`src/rtl/vga_sprite_render.sv`:
```
// Purpose: VGA raster timing generator that draws one red and one green BOX x BOX sprite at CPU coordinates.
// Latency: HS/VS/DE/RGB registered one pixel behind the counters; FRAME_TICK one CLK after the latch edge.
// Backpressure: none; free-running raster, coordinates sampled once per frame at the end of the active area.
module vga_sprite_render #(
  parameter int CLK_DIV  = 2,
  parameter int H_ACTIVE = 640,
  parameter int H_FP     = 16,
  parameter int H_SYNC   = 96,
  parameter int H_BP     = 48,
  parameter int V_ACTIVE = 480,
  parameter int V_FP     = 10,
  parameter int V_SYNC   = 2,
  parameter int V_BP     = 33,
  parameter int BOX      = 8
) (
  input  logic        CLK,
  input  logic        RST,
  input  logic [31:0] VGA_X_R,
  input  logic [31:0] VGA_Y_R,
  input  logic [31:0] VGA_X_G,
  input  logic [31:0] VGA_Y_G,
  output logic        VGA_HS,
  output logic        VGA_VS,
  output logic        VGA_DE,
  output logic [3:0]  VGA_R,
  output logic [3:0]  VGA_G,
  output logic [3:0]  VGA_B,
  output logic        FRAME_TICK
);

  localparam int H_TOTAL = H_ACTIVE + H_FP + H_SYNC + H_BP;
  localparam int V_TOTAL = V_ACTIVE + V_FP + V_SYNC + V_BP;
  localparam int DW      = (CLK_DIV > 1) ? $clog2(CLK_DIV) : 1;
  localparam int HW      = $clog2(H_TOTAL + 1);
  localparam int VW      = $clog2(V_TOTAL + 1);

  localparam logic [DW-1:0] DIV_LAST   = DW'(CLK_DIV - 1);
  localparam logic [HW-1:0] H_LAST     = HW'(H_TOTAL - 1);
  localparam logic [HW-1:0] H_ACT      = HW'(H_ACTIVE);
  localparam logic [HW-1:0] H_ACT_LAST = HW'(H_ACTIVE - 1);
  localparam logic [HW-1:0] HS_BEG     = HW'(H_ACTIVE + H_FP);
  localparam logic [HW-1:0] HS_END     = HW'(H_ACTIVE + H_FP + H_SYNC);
  localparam logic [VW-1:0] V_LAST     = VW'(V_TOTAL - 1);
  localparam logic [VW-1:0] V_ACT      = VW'(V_ACTIVE);
  localparam logic [VW-1:0] V_ACT_LAST = VW'(V_ACTIVE - 1);
  localparam logic [VW-1:0] VS_BEG     = VW'(V_ACTIVE + V_FP);
  localparam logic [VW-1:0] VS_END     = VW'(V_ACTIVE + V_FP + V_SYNC);
  localparam logic [32:0]   BOX33      = 33'(BOX);

  logic [DW-1:0] r_div_cnt;
  logic [HW-1:0] r_h_cnt;
  logic [VW-1:0] r_v_cnt;
  logic [31:0]   r_xr, r_yr, r_xg, r_yg;
  logic          r_hs, r_vs, r_de, r_tick;
  logic [3:0]    r_r, r_g, r_b;

  logic          w_pix_en, w_h_wrap, w_v_wrap, w_latch;
  logic          w_active, w_hs_n, w_vs_n, w_border, w_hit_r, w_hit_g;
  logic [32:0]   w_h33, w_v33;
  logic [3:0]    w_r, w_g, w_b;

  // Sums are taken at 33 bits so a coordinate near 2^32 stays off-screen instead of wrapping to 0.
  function automatic logic in_box(input logic [32:0] pos, input logic [31:0] org);
    return ({1'b0, org} <= pos) && (pos < ({1'b0, org} + BOX33));
  endfunction

  assign w_pix_en = (r_div_cnt == DIV_LAST);
  assign w_h_wrap = (r_h_cnt == H_LAST);
  assign w_v_wrap = (r_v_cnt == V_LAST);
  assign w_latch  = w_pix_en && w_h_wrap && (r_v_cnt == V_ACT_LAST);

  assign w_active = (r_h_cnt < H_ACT) && (r_v_cnt < V_ACT);
  assign w_hs_n   = !((r_h_cnt >= HS_BEG) && (r_h_cnt < HS_END));
  assign w_vs_n   = !((r_v_cnt >= VS_BEG) && (r_v_cnt < VS_END));
  assign w_border = (r_h_cnt == '0) || (r_h_cnt == H_ACT_LAST) ||
                    (r_v_cnt == '0) || (r_v_cnt == V_ACT_LAST);

  assign w_h33   = 33'(r_h_cnt);
  assign w_v33   = 33'(r_v_cnt);
  assign w_hit_r = in_box(w_h33, r_xr) && in_box(w_v33, r_yr);
  assign w_hit_g = in_box(w_h33, r_xg) && in_box(w_v33, r_yg);

  // Sprites beyond the right/bottom edge are clipped here by the active-area gate.
  assign w_r = (w_active && w_hit_r)  ? 4'hF : 4'h0;
  assign w_g = (w_active && w_hit_g)  ? 4'hF : 4'h0;
  assign w_b = (w_active && w_border) ? 4'h3 : 4'h0;

  // Pixel-enable divider: one pixel every CLK_DIV system clocks.
  always_ff @(posedge CLK) begin
    if (RST)           r_div_cnt <= '0;
    else if (w_pix_en) r_div_cnt <= '0;
    else               r_div_cnt <= r_div_cnt + 1'b1;
  end

  // Raster counters; h and v wrap on the same pixel at the bottom-right corner.
  always_ff @(posedge CLK) begin
    if (RST) begin
      r_h_cnt <= '0;
      r_v_cnt <= '0;
    end else if (w_pix_en) begin
      if (w_h_wrap) begin
        r_h_cnt <= '0;
        r_v_cnt <= w_v_wrap ? '0 : r_v_cnt + 1'b1;
      end else begin
        r_h_cnt <= r_h_cnt + 1'b1;
      end
    end
  end

  // Shadow coordinates: all-ones after reset hides both sprites until the first latch.
  always_ff @(posedge CLK) begin
    if (RST) begin
      r_xr <= '1;
      r_yr <= '1;
      r_xg <= '1;
      r_yg <= '1;
    end else if (w_latch) begin
      r_xr <= VGA_X_R;
      r_yr <= VGA_Y_R;
      r_xg <= VGA_X_G;
      r_yg <= VGA_Y_G;
    end
  end

  // Frame tick is a single CLK pulse, not stretched to a full pixel.
  always_ff @(posedge CLK) begin
    if (RST) r_tick <= 1'b0;
    else     r_tick <= w_latch;
  end

  // Output stage: sync, DE and colour share one register so they stay aligned.
  always_ff @(posedge CLK) begin
    if (RST) begin
      r_hs <= 1'b1;
      r_vs <= 1'b1;
      r_de <= 1'b0;
      r_r  <= 4'h0;
      r_g  <= 4'h0;
      r_b  <= 4'h0;
    end else if (w_pix_en) begin
      r_hs <= w_hs_n;
      r_vs <= w_vs_n;
      r_de <= w_active;
      r_r  <= w_r;
      r_g  <= w_g;
      r_b  <= w_b;
    end
  end

  assign VGA_HS     = r_hs;
  assign VGA_VS     = r_vs;
  assign VGA_DE     = r_de;
  assign VGA_R      = r_r;
  assign VGA_G      = r_g;
  assign VGA_B      = r_b;
  assign FRAME_TICK = r_tick;

endmodule

```
`config.mk`:
```
export PLATFORM = sky130hd
export DESIGN_NAME = vga_sprite_render
export DESIGN_NICKNAME = d
export VERILOG_FILES = /design/src/rtl/vga_sprite_render.sv
export SDC_FILE = /design/constraint.sdc
export NUM_CORES = 1
export LEC_CHECK = 0
export CORE_MARGIN = 10
export CORE_UTILIZATION = 60
export DETAILED_ROUTE_END_ITERATION = 7
export PLACE_DENSITY_LB_ADDON = 0.3
export SETUP_SLACK_MARGIN = 0.2
export SLEW_MARGIN = 20
export SYNTH_ARGS = -nofsm -noshare
export SYNTH_HDL_FRONTEND = slang
export SYNTH_SLANG_ARGS = --single-unit
```
`constraint.sdc`:
```
create_clock -name CLK -period 5.15 [get_ports CLK]
set_clock_uncertainty 0.1 [all_clocks]
set_input_delay 1.2875 -clock CLK [delete_from_list [all_inputs] [get_ports CLK]]
set_output_delay 1.2875 -clock CLK [all_outputs]
set_load 0.005 [all_outputs]
```
# == Word level (Yosys, flattened, before mapping) ==
# Index checks and enable logic that the tools add are counted.
# word_totals
word_cells,67
ff_bits,165
out_inout_bits,16
input_bits,130
# op_classes
eq_ne,4
order_cmp,14
muxes,5
reduce_logical,23
n_addsub,7
# ops
operator,n
$add 32x4->33 const B,4
$lt 10x33->1,4
$le 32x10->1,4
$eq 10x10->1 const B,3
$add 10x1->10 const B,2
$logic_not 10->1,2
$lt 10x10->1 const B,2
$lt 10x9->1 const B,2
$mux 10,2
$logic_and 1x1->1,14
$eq 10x9->1 const B,1
$ge 10x10->1 const B,1
$ge 10x9->1 const B,1
$mux 4,2
$logic_or 1x1->1,3
$logic_not 1->1,2
$mux 2,1
$reduce_and 2->1,1
$reduce_or 2->1,1
$add 1x1->1 const B,1

# == Depth between registers and ports, before layout ==
# Gate-level depths: netlist (run 1).
# logic_depth
word_depth,6
ltp_mapped,13
ltp_nobuf,13

# == Least setup slack after synthesis (run 1) ==
# No wires, ideal clock.
# synth_path
kind,input -> register
startpoint,input RST
endpoint,register r_g[2] (netlist: VGA_G[2])
n_path_buf,1
t_required_ns,4.972
arrival_time_ns,2.836
path_stages,7
path_slack_ns,2.136
setup_time_ns,0.078
path_cell_list,clkbuf_1 clkinv_1 and3_1 nand3_1 or4_2 o31a_1 nor3_1
# synth_rtl
element,line,text
"start, declared",17,"input logic RST,"
"end signal, assigned",145,r_g <= w_g;
"end, declared",55,"logic [3:0] r_r, r_g, r_b;"

==> reports/metrics.csv, run 1 <==
stage;metric;value;unit
status;status;finished, final reports clean;
routing;final wirelength;28110;µm
grt;grt met2 use;40.56;%
timing;f_max;273.1;MHz
finish;final net count;1544;
synth;count of cell types in the netlist;64;
placed_design;DP HPWL;20920;µm
finish;share of layout cells above drive strength 1;4.705;%
grt;met1 GRT Util;31.80;%
grt;gr ovfl total;0;
setup_path;slowest stage delay, CP;0.96;ns
setup_path;Setup crit end;VGA_R[2]$_SDFFE_PP0P_;
grt;GR peak layer;met2;
floorplanning;Std-Cell Core Area;0.01664;mm²
finish;Antenna diodes;0;
timing;Max Slew Vio Count;0;
setup_path;Setup crit start;RST;
setup_path;CP endpoint kind;flip-flop;
timing;setup tns final;0;ns
routing;drt initial violations;1023;
power_and_ir_drop;Tot Pwr;2.660;mW
setup_path;crit path DAT;3.85;ns
power_and_ir_drop;Peak VDD IR;251.4;µV
finish;fillers;1272;
setup_path;WP data required;5.34;ns
clocking;CTS tree;yes;
grt;via count of the first global-routing pass;9081;
synth;Synth Warn #;0;
finish;Final Instance Area;0.01225;mm²
routing;Via Count;9572;
worst_hold_path;Hold Path Class;flip-flop to flip-flop;
setup_path;CP max-delay cell;clkdlybuf4s50_1;
timing;Hold Fails Final Rpt;0;
clocking;PostCTS Resize Cnt;0;
clocking;Root Driver;clkbuf_16;
synth;Syn Inst Count;1221;
synth;Synth Flop Type;dfxtp_1;
power_and_ir_drop;Power Dens Cells;217.0;mW/mm²
setup_path;Crit Reg-Reg Startpoint;r_h_cnt[0]$_SDFFE_PP0P_;
clocking;H-Tree Depth;4;
grt;antenna violations before repair;0;
grt;first-pass GRT wire length;46090;µm
setup_path;crit path cell chain;clkdlybuf4s50_1, nor2_1, nand2_1, nand3_1, or4_1, a2111oi_0, a211oi_1;
clocking;hold_buf cts;0;
floorplanning;Die ar.;0.02259;mm²
timing;Hold WS;0.3517;ns
placed_design;Port Buf Inserts;143;
timing;slew margin rel.;30.63;%
setup_path;R2R depth;8;
timing;crit path time final;3.661;ns
clocking;CTS buffer count;17;
setup_path;startpoint types;input pin;
routing;drt first pass iters;5;
timing;final worst-path cycle share;71.09;%
power_and_ir_drop;LEAKAGE;5.095;nW
routing;DR vias/cell;6.140;
setup_path;WS Path Type;input pin to flip-flop;
setup_path;reg-to-reg endpoint;r_yr[31]$_SDFFE_PP1P_;
floorplanning;Starting Density;61.22;%
synth;async set-or-reset flop fraction in the synthesized netlist;0;%
synth;Syn Area/Cell;8.344;µm²
grt;met3 GRT Util;4.982;%
setup_path;R2R setup slack;1.85;ns
finish;Area Growth Syn to Fin;20.28;%
placed_design;Placer Congestion;0.9328;
routing;post-route ant nets;0;
clocking;clk buf depth;2;
routing;# DRC;0;
grt;GR Util All Layers;24.68;%
floorplanning;Die Y-Extent;150.3;µm
synth;Post-Syn Area;0.01019;mm²
timing;Slew @ Worst Pin;1.041;ns
floorplanning;Rows;47;
routing;drt wl/cell;18.03;µm
timing;final setup violation count;0;
timing;RSZ-0062 raised after global routing;false;
synth;register bit total from synthesis;156;
clocking;Clk Latency, worst-skew pair;0.43;ns
clocking;setup bufs post-CTS;0;
flow_run;number of max-cap violations;0;
setup_path;critical path peak fanout;17;
grt;pin count of the biggest net entering global routing;86;
floorplanning;Top Ports;146;
clocking;Clock transition at path regs;0.06;ns
placed_design;DP Area;0.01164;mm²
floorplanning;Die W;150.3;µm
synth;Post-synth EDFFs;0;
clocking;clk sinks;156;
synth;register area share after synthesis;30.65;%
[per-stage QoR]
stage | setup slack (ns) | instances | util, %
6_report | 1.489 | 1559 | 73.63
3_3_place_gp | 1.314 | 1527 | 69.93
3_5_place_dp | 1.138 | 1527 | 69.93
2_1_floorplan | 2.136 | 1222 | -
5_1_grt | 1.353 | 1559 | 73.63
4_1_cts | 1.552 | 1559 | 73.60
[power breakdown]
group          internal, mW  switching [mW]
clock network         0.778           0.521
logic                 0.100          0.0449
registers              1.21         0.00618
total                  2.09           0.572
[cell type report]
class / count / area (µm²) / area share [%]
Clock buffer: 19 / 442.9 / 3.614
Clock inverter: 13 / 166.4 / 1.358
Inverter: 57 / 215.2 / 1.756
Tap cell: 220 / 275.3 / 2.246
Sequential cell: 156 / 3123 / 25.48
Timing Repair Buffer: 147 / 1474 / 12.03
Multi-Input combinational cell: 947 / 6558 / 53.51
[registers in the layout, summed over array words and instances (netlist names)]
signal      cells
r_yr           32
r_xg           32
r_v_cnt        10
VGA_G           1
VGA_R           1
r_h_cnt        10
r_div_cnt       1
VGA_VS          1
VGA_HS          1
FRAME_TICK      1
r_yg           32
VGA_B           1
r_xr           32
VGA_DE          1
[placed cells by master, fill, tap and decap left out, drive strengths merged, types with 4 or more instances in the layout]
cell,netlist,final
a21o,7,7
nand3,46,46
a31oi,13,13
o31a,4,4
nor3,47,47
and3,12,12
nor2,57,57
a41oi,6,6
a211oi,10,10
clkinv,1,6
mux2,6,6
nand2,186,186
xor2,17,17
nor4b,4,4
clkbuf,37,19
inv,56,58
buf,23,4
and4,8,8
a21oi,29,29
and2,5,5
or2,10,10
ha,88,88
o211ai,32,32
dfxtp,156,156
clkdlybuf4s50,1,143
xnor2,39,39
o31ai,7,7
mux2i,109,109
a211o,10,10
or3,7,7
nor2b,16,16
o21ai,29,29
nand4,60,60
nor4,28,28
o21a,15,15
or4,9,9
[cell families (layout without fill, tap and decap cells)]
kind of cell             Yosys count  count (layout)  synth area share (%)
AO/OA/AOI/OAI                    184             184                 12.42
XOR/XNOR                          56              56                 4.814
adder cells (fa/ha/maj)           88              88                 10.81
buffers and inverters            119             236                 5.158
flip-flops                       156             156                 30.65
multiplexers                     115             115                 11.37
other                              1               2               0.03681
AND/OR/NAND/NOR                  502             502                 24.75
[critical path, delay by kind of cell]
| kind | cells | cell delay, ns |
|---|---|---|
| AND/OR/NAND/NOR | 4 | 1.01 |
| buffers and inverters | 1 | 0.96 |
| AO/OA/AOI/OAI | 2 | 0.58 |
[cell usage after synthesis (17+ instances only)]
master    instances  area, µm²
dfxtp_1         156       3123
mux2i_1         109       1091
xor2_1           17      148.9
o21ai_0          29      145.1
xnor2_1          39      341.6
nand4_1          59      369.1
nor4_1           25      156.4
nand3_1          45      225.2
nor2_1           57      214.0
inv_1            56      210.2
nor3_1           47      235.2
nand2_1         186      698.2
clkbuf_1         33      123.9
o211ai_1         32      240.2
ha_1             88       1101
a21oi_1          29      145.1
[worst min path at each step]
stage / start / end / slack [ns] / depth (start not counted)
floorplan: VGA_DE$_SDFFE_PP0P_ / VGA_DE$_SDFFE_PP0P_ / 0.34 / 2
global placement: VGA_DE$_SDFFE_PP0P_ / VGA_DE$_SDFFE_PP0P_ / 0.33 / 2
detailed placement: VGA_DE$_SDFFE_PP0P_ / VGA_DE$_SDFFE_PP0P_ / 0.34 / 2
CTS: VGA_DE$_SDFFE_PP0P_ / VGA_DE$_SDFFE_PP0P_ / 0.35 / 2
global route: VGA_DE$_SDFFE_PP0P_ / VGA_DE$_SDFFE_PP0P_ / 0.36 / 2
finish: VGA_DE$_SDFFE_PP0P_ / VGA_DE$_SDFFE_PP0P_ / 0.35 / 2
[layer usage]
layer / routed length, µm / share of wire (%)
met1: 12060 / 43
met2: 13590 / 48
met3: 1921 / 6.8
met4: 530 / 1.9
met5: 0 / 0
(Power assumes the default switching activity.)
==> run 2: changes to the inputs <==
--- a/config.mk
+++ b/config.mk
@@ -6,7 +6,7 @@
 export NUM_CORES = 1
 export LEC_CHECK = 0
 export CORE_MARGIN = 10
-export CORE_UTILIZATION = 60
+export CORE_UTILIZATION = 56
 export DETAILED_ROUTE_END_ITERATION = 7
 export PLACE_DENSITY_LB_ADDON = 0.3
 export SETUP_SLACK_MARGIN = 0.2
==> constraint.sdc (replaced) <==
create_clock -name CLK -period 3.6 [get_ports CLK]
set_clock_uncertainty 0.1 [all_clocks]
set_input_delay 0.9 -clock CLK [delete_from_list [all_inputs] [get_ports CLK]]
set_output_delay 0.9 -clock CLK [all_outputs]
set_load 0.005 [all_outputs]
==> run 2 against run 1 <==
  * Non-clock buffer count rose by 6
  * Count of clock-buffer cells in the layout shrank 1
  * Die area rose by 6.2%
  * Critical path type is now flip-flop to flip-flop
  * Critical endpoint unchanged
  * Largest power group unchanged
  * Highest routed layer unchanged
==> reports/metrics.csv, run 2 (synthesis gave the netlist of run 1 again) <==
stage;metric;value;unit;change
power_and_ir_drop;Peak VDD IR;345.4;µV;+37%
worst_hold_path;hold path depth;2;;unchanged
finish;Area Growth Syn to Fin;21.37;%;
setup_path;WS Path Type;flip-flop to flip-flop;;
power_and_ir_drop;Power Dens Cells;320.9;mW/mm²;+48%
setup_path;crit path DAT;3.38;ns;-0.47 ns
setup_path;crit path cell chain;ha_1, nand3_1, or4_1, nor3_1, xor2_1, or4_1, a2111oi_2, a211oi_1;;
finish;share of layout cells above drive strength 1;4.989;%;+0.28 points
routing;Via Count;9449;;-1.3%
finish;Final Instance Area;0.01237;mm²;+0.91%
grt;antenna violations before repair;1;;+1
clocking;CTS tree;yes;;
worst_hold_path;worst min-delay path endpoint;VGA_DE$_SDFFE_PP0P_;;
floorplanning;Die W;154.9;µm;+3.0%
finish;most common cell after layout, fill and taps aside;nand2_1;;
worst_hold_path;Hold Path Class;flip-flop to flip-flop;;
setup_path;CP max-delay cell;or4_1;;
grt;GR Util All Layers;22.53;%;-2.2 points
setup_path;startpoint types;flip-flop;;
clocking;hold_buf cts;0;;unchanged
setup_path;R2R depth;8;;unchanged
timing;slew margin rel.;55.20;%;+25 points
setup_path;CP endpoint kind;flip-flop;;
clocking;clk sinks;156;;unchanged
power_and_ir_drop;LEAKAGE;5.149;nW;+1.1%
timing;final setup violation count;0;;unchanged
placed_design;DP Worst Slack;0.3089;ns;-0.8294 ns
timing;setup tns final;0;ns;unchanged
placed_design;Port Buf Inserts;143;;unchanged
setup_path;CP dominant cell by count;or4_1;;
status;status;finished, final reports clean;;
timing;Max Slew Vio Count;0;;unchanged
finish;fillers;1464;;+15%
floorplanning;Starting Density;56.91;%;-4.3 points
placed_design;Placer Congestion;0.9318;;-0.11%
timing;f_max;314.0;MHz;
routing;drt wl/cell;17.59;µm;-2.4%
floorplanning;Top Ports;146;;unchanged
finish;final net count;1550;;+0.39%
clocking;H-Tree Depth;4;;unchanged
clocking;setup bufs post-CTS;0;;unchanged
floorplanning;Die ar.;0.02399;mm²;+6.2%
grt;first-pass GRT wire length;45580;µm;-1.1%
clocking;clk buf depth;2;;unchanged
setup_path;slowest stage delay, CP;0.73;ns;-0.23 ns
timing;RSZ-0062 raised after global routing;false;;
clocking;Clk Latency, worst-skew pair;0.43;ns;about the same
floorplanning;Die Y-Extent;154.9;µm;+3.0%
grt;pin count of the biggest net entering global routing;82;;-4.7%
placed_design;DP HPWL;21010;µm;+0.47%
routing;DR vias/cell;6.007;;-2.2%
setup_path;R2R setup slack;0.42;ns;-1.43 ns
timing;final worst-path cycle share;88.46;%;
placed_design;DP Area;0.01171;mm²;+0.59%
timing;Slew @ Worst Pin;0.6720;ns;-0.3686 ns
timing;final worst slack;0.4156;ns;-1.073 ns
clocking;Clock transition at path regs;0.06;ns;about the same
finish;most frequent cells in the layout;nand2_1 (186), dfxtp_1 (156), clkdlybuf4s50_1 (143);;
floorplanning;Std-Cell Core Area;0.01790;mm²;+7.6%
grt;gr ovfl total;0;;unchanged
routing;post-route ant nets;0;;unchanged
timing;crit path time final;3.184;ns;
setup_path;critical path peak fanout;7;;-10
setup_path;Setup crit start;r_xr[3]$_SDFFE_PP1P_;;
setup_path;reg-to-reg endpoint;VGA_R[2]$_SDFFE_PP0P_;;
routing;drt initial violations;710;;-31%
timing;Hold Fails Final Rpt;0;;unchanged
setup_path;WP data required;3.80;ns;-1.54 ns
grt;via count of the first global-routing pass;9095;;+0.15%
routing;final wirelength;27670;µm;-1.6%
clocking;CTS buffer count;17;;unchanged
setup_path;Crit Reg-Reg Startpoint;r_xr[3]$_SDFFE_PP1P_;;
routing;drt first pass iters;5;;unchanged
worst_hold_path;min-delay src;VGA_DE$_SDFFE_PP0P_;;
clocking;Root Driver;clkbuf_16;;
flow_run;number of max-cap violations;0;;unchanged
routing;# DRC;0;;unchanged
floorplanning;Rows;49;;+4.3%
-- run 2: final cells by class --
cell class | instances | area, µm² | share of cell area, %
multi-input cells | 947 | 6558 | 53.03
repair buffers | 153 | 1531 | 12.38
well taps | 229 | 286.5 | 2.317
inverters | 57 | 215.2 | 1.740
clock buffers | 18 | 429.2 | 3.471
flip-flops and latches | 156 | 3123 | 25.26
clock inverters | 12 | 220.2 | 1.781
diodes | 1 | 2.502 | 0.02024
-- run 2: stage by stage --
| stage | utilization (%) | hold WS, ns | total power, mW | instances |
|---|---|---|---|---|
| after floorplan | - | 0.3388 | 1.824 | 1222 |
| after global placement | 65.40 | 0.3839 | 1.986 | 1542 |
| after detailed placement | 65.40 | 0.3891 | 1.988 | 1542 |
| after CTS | 69.02 | 0.3974 | 3.991 | 1572 |
| after global routing | 69.07 | 0.4159 | 4.073 | 1573 |
| final | 69.07 | 0.3960 | 3.968 | 1573 |
-- run 2: where the power goes --
group	switching, mW	leakage (nW)	internal [mW]	total [mW]
Clock	0.729	0.316	1.29	2.02
Combinational	0.0629	3.57	0.145	0.208
Sequential	0.00925	1.26	1.73	1.74
-- run 2: worst max-delay path: cells and delay by family (launching register included) --
family | cells | cell delay [ns]
compound gates | 2 | 0.45
flops | 1 | 0.45
fa+ha+maj | 1 | 0.24
simple gates | 4 | 1.71
xor+xnor | 1 | 0.10
-- run 2: how the worst max path moves through the flow --
stage / end / cells past startpoint
6_report: VGA_R[2]$_SDFFE_PP0P_ / 8
5_1_grt: VGA_R[2]$_SDFFE_PP0P_ / 8
4_1_cts: VGA_R[2]$_SDFFE_PP0P_ / 8
3_5_place_dp: VGA_R[2]$_SDFFE_PP0P_ / 8
3_3_place_gp: VGA_G[2]$_SDFFE_PP0P_ / 7
2_1_floorplan: VGA_R[2]$_SDFFE_PP0P_ / 9
-- run 2: repair_timing --
item | 4_1_cts | 5_1_grt
endpoints found under the setup margin | 0 | 1
gates resized for setup | 0 | 2
endpoints found under the hold margin | 0 | 0
-- run 2: layer usage --
layer / vias to the layer above / routed length [µm] / global-route usage [%]
li1: 4665 / - / -
met1: 4473 / 12090 / 28.18
met2: 272 / 13540 / 37.59
met3: 39 / 1515 / 5.211
met4: 0 / 525 / 6.793
met5: - / 0 / 0
==> run 3: changes to the inputs <==
--- a/config.mk
+++ b/config.mk
@@ -8,7 +8,7 @@
 export CORE_MARGIN = 10
 export CORE_UTILIZATION = 56
 export DETAILED_ROUTE_END_ITERATION = 7
-export PLACE_DENSITY_LB_ADDON = 0.3
+export PLACE_DENSITY = 0.83
 export SETUP_SLACK_MARGIN = 0.2
 export SLEW_MARGIN = 20
 export SYNTH_ARGS = -nofsm -noshare
==> run 3 against run 2 <==
  * First-iteration DRC count up 14%
  * Die area unchanged
  * Final area hardly changed
  * Via count rose by 0.69%
  * Global-route usage grew 0.20 points
  * Non-clock buffer count stayed put
  * Flip-flop and latch count stayed put
  * Register-to-register slack improved by 0.10 ns
  * Routed wire length up 1.0%
  * Combinational power hardly changed
  * Maximum frequency grew 3.2%
  * Critical endpoint unchanged
  * Largest cell class unchanged
==> reports/metrics.csv, run 3 (synthesis gave the netlist of run 1 again) <==
stage;metric;value;unit;change
setup_path;Buf+Inv Stages, Crit Path;0;;unchanged
setup_path;crit path DAT;3.29;ns;-0.09 ns
floorplanning;Die ar.;0.02399;mm²;unchanged
floorplanning;Std-Cell Core Area;0.01790;mm²;unchanged
routing;# DRC;0;;unchanged
timing;final setup violation count;0;;unchanged
grt;antenna violations before repair;0;;-1
routing;Via Count;9514;;+0.69%
setup_path;startpoint types;flip-flop;;
setup_path;critical path peak fanout;7;;unchanged
timing;f_max;324.2;MHz;+3.2%
floorplanning;Top Ports;146;;unchanged
grt;gr ovfl total;0;;unchanged
setup_path;R2R depth;8;;unchanged
setup_path;R2R setup slack;0.52;ns;+0.10 ns
clocking;clk sinks;156;;unchanged
floorplanning;Starting Density;56.91;%;unchanged
status;status;finished, final reports clean;;
timing;crit path time final;3.085;ns;-0.09954 ns
worst_hold_path;min-delay src;VGA_DE$_SDFFE_PP0P_;;
routing;drt initial violations;812;;+14%
finish;Cell Count, Final, Fillers Out;1574;;+0.064%
finish;most common cell after layout, fill and taps aside;nand2_1;;
finish;Area Growth Syn to Fin;21.45;%;about the same
finish;most frequent cells in the layout;nand2_1 (186), dfxtp_1 (156), clkdlybuf4s50_1 (143);;
clocking;Clock transition at path regs;0.07;ns;about the same
timing;slew margin rel.;56.72;%;+1.5 points
setup_path;WS Path Type;flip-flop to flip-flop;;
power_and_ir_drop;Tot Pwr;3.972;mW;+0.10%
placed_design;Port Buf Inserts;143;;unchanged
setup_path;slowest stage delay, CP;0.70;ns;-0.03 ns
setup_path;Crit Reg-Reg Startpoint;r_xr[3]$_SDFFE_PP1P_;;
clocking;hold_buf cts;0;;unchanged
flow_run;number of max-cap violations;0;;unchanged
setup_path;crit path cell chain;ha_1, nand3_1, or4_1, nor3_1, xor2_1, or4_1, a2111oi_2, a211oi_1;;
finish;final net count;1550;;unchanged
clocking;Root Driver;clkbuf_16;;
floorplanning;Die W;154.9;µm;unchanged
setup_path;WP data required;3.80;ns;about the same
routing;post-route ant nets;0;;unchanged
timing;Hold WS;0.3497;ns;-0.04635 ns
clocking;CTS buffer count;17;;unchanged
setup_path;CP max-delay cell;or4_1;;
routing;drt first pass iters;6;;+1
setup_path;CP dominant cell by count;or4_1;;
power_and_ir_drop;Peak VDD IR;452.0;µV;+31%
timing;Slew @ Worst Pin;0.6492;ns;-0.02274 ns
grt;GR Util All Layers;22.73;%;+0.20 points
placed_design;DP Area;0.01171;mm²;unchanged
timing;setup tns final;0;ns;unchanged
routing;final wirelength;27960;µm;+1.0%
routing;drt wl/cell;17.76;µm;+0.97%
timing;final worst slack;0.5151;ns;+0.09954 ns
finish;fillers;1436;;-1.9%
worst_hold_path;Hold Path Class;flip-flop to flip-flop;;
finish;Final Instance Area;0.01237;mm²;about the same
clocking;CTS tree;yes;;
placed_design;DP HPWL;20810;µm;-0.98%
finish;Antenna diodes;0;;-1
grt;first-pass GRT wire length;45960;µm;+0.83%
grt;pin count of the biggest net entering global routing;83;;+1.2%
timing;Max Slew Vio Count;0;;unchanged
power_and_ir_drop;Power Dens Cells;321.0;mW/mm²;about the same
clocking;H-Tree Depth;4;;unchanged
finish;share of layout cells above drive strength 1;5.204;%;+0.22 points
timing;final worst-path cycle share;85.69;%;-2.8 points
clocking;clk buf depth;2;;unchanged
finish;Core Util, Final;69.12;%;about the same
grt;via count of the first global-routing pass;9093;;-0.022%
power_and_ir_drop;LEAKAGE;5.154;nW;about the same
floorplanning;Die Y-Extent;154.9;µm;unchanged
setup_path;Crit path max-delay family;simple AND/OR/NAND/NOR gates;;
placed_design;placed cell count;1542;;unchanged
worst_hold_path;hold path depth;2;;unchanged
placed_design;DP Worst Slack;0.3657;ns;+0.05675 ns
routing;DR vias/cell;6.044;;+0.62%
timing;RSZ-0062 raised after global routing;false;;
clocking;Clk Latency, worst-skew pair;0.43;ns;about the same
finish;area of the multi-input gates;0.006558;mm²;unchanged
floorplanning;Rows;49;;unchanged
timing;Hold Fails Final Rpt;0;;unchanged
finish;Storage cell area;0.003123;mm²;unchanged
setup_path;reg-to-reg endpoint;VGA_R[2]$_SDFFE_PP0P_;;
placed_design;Placer Congestion;0.9617;;+3.2%
setup_path;CP endpoint kind;flip-flop;;
worst_hold_path;worst min-delay path endpoint;VGA_DE$_SDFFE_PP0P_;;
[run 3: cell types whose count changed in the layout (fill, tap and decap cells not counted)]
| cell | delta |
|---|---|
| clkinv_2 | -2 |
| diode_2 | -1 |
| clkinv_4 | +2 |
| inv_6 | +3 |
| inv_8 | +1 |
| bufinv_16 | -1 |
| clkbuf_1 | -1 |
[run 3: worst max-delay path by stage]
stage	from	to	slack [ns]	depth (start not counted)
after CTS	r_xr[3]$_SDFFE_PP1P_	VGA_R[2]$_SDFFE_PP0P_	0.34	8
final	r_xr[3]$_SDFFE_PP1P_	VGA_R[2]$_SDFFE_PP0P_	0.52	8
after global placement	RST	VGA_R[2]$_SDFFE_PP0P_	0.47	7
after global routing	r_xr[3]$_SDFFE_PP1P_	VGA_R[2]$_SDFFE_PP0P_	0.27	8
after floorplan	r_xr[3]$_SDFFE_PP1P_	VGA_R[2]$_SDFFE_PP0P_	0.78	9
after detailed placement	r_xr[3]$_SDFFE_PP1P_	VGA_R[2]$_SDFFE_PP0P_	0.37	8
[run 3: layer usage]
metal  vias to the layer above  track usage [%]  share of wire, %
met1                      4467            28.07                42
met4                         0            6.658               1.8
met5                         -                0                 0
li1                       4665                -                 -
met3                        43            4.329               6.1
met2                       339            39.14                50
[run 3: repair_timing]
item | 4_1_cts | 5_1_grt
gates resized for setup | 0 | 2
setup buffers | 0 | 0
setup endpoints to repair | 0 | 1
[run 3: area by class of cell]
cell class                 instances  share of cell area, %
tap                              229                  2.315
multi-input combinational        947                  52.99
clock buffer                      17                  3.438
inverter                          57                  1.739
timing repair buffer             153                  12.38
sequential                       156                  25.24
clock inverter                    15                  1.901
[run 3: worst register-to-register path, delay by kind of cell, from the launching register on]
kind	cells	cell delay, ns
AND/OR/NAND/NOR	4	1.67
AO/OA/AOI/OAI	2	0.42
flip-flops	1	0.42
adder cells (fa/ha/maj)	1	0.22
XOR/XNOR	1	0.11
[run 3: where the power goes]
part / switching, mW / total, mW / internal [mW] / leakage [nW]
combinational: 0.0654 / 0.211 / 0.145 / 3.57
clock: 0.776 / 2.02 / 1.25 / 0.321
sequential: 0.00954 / 1.74 / 1.73 / 1.26
total: 0.851 / 3.97 / 3.12 / 5.15
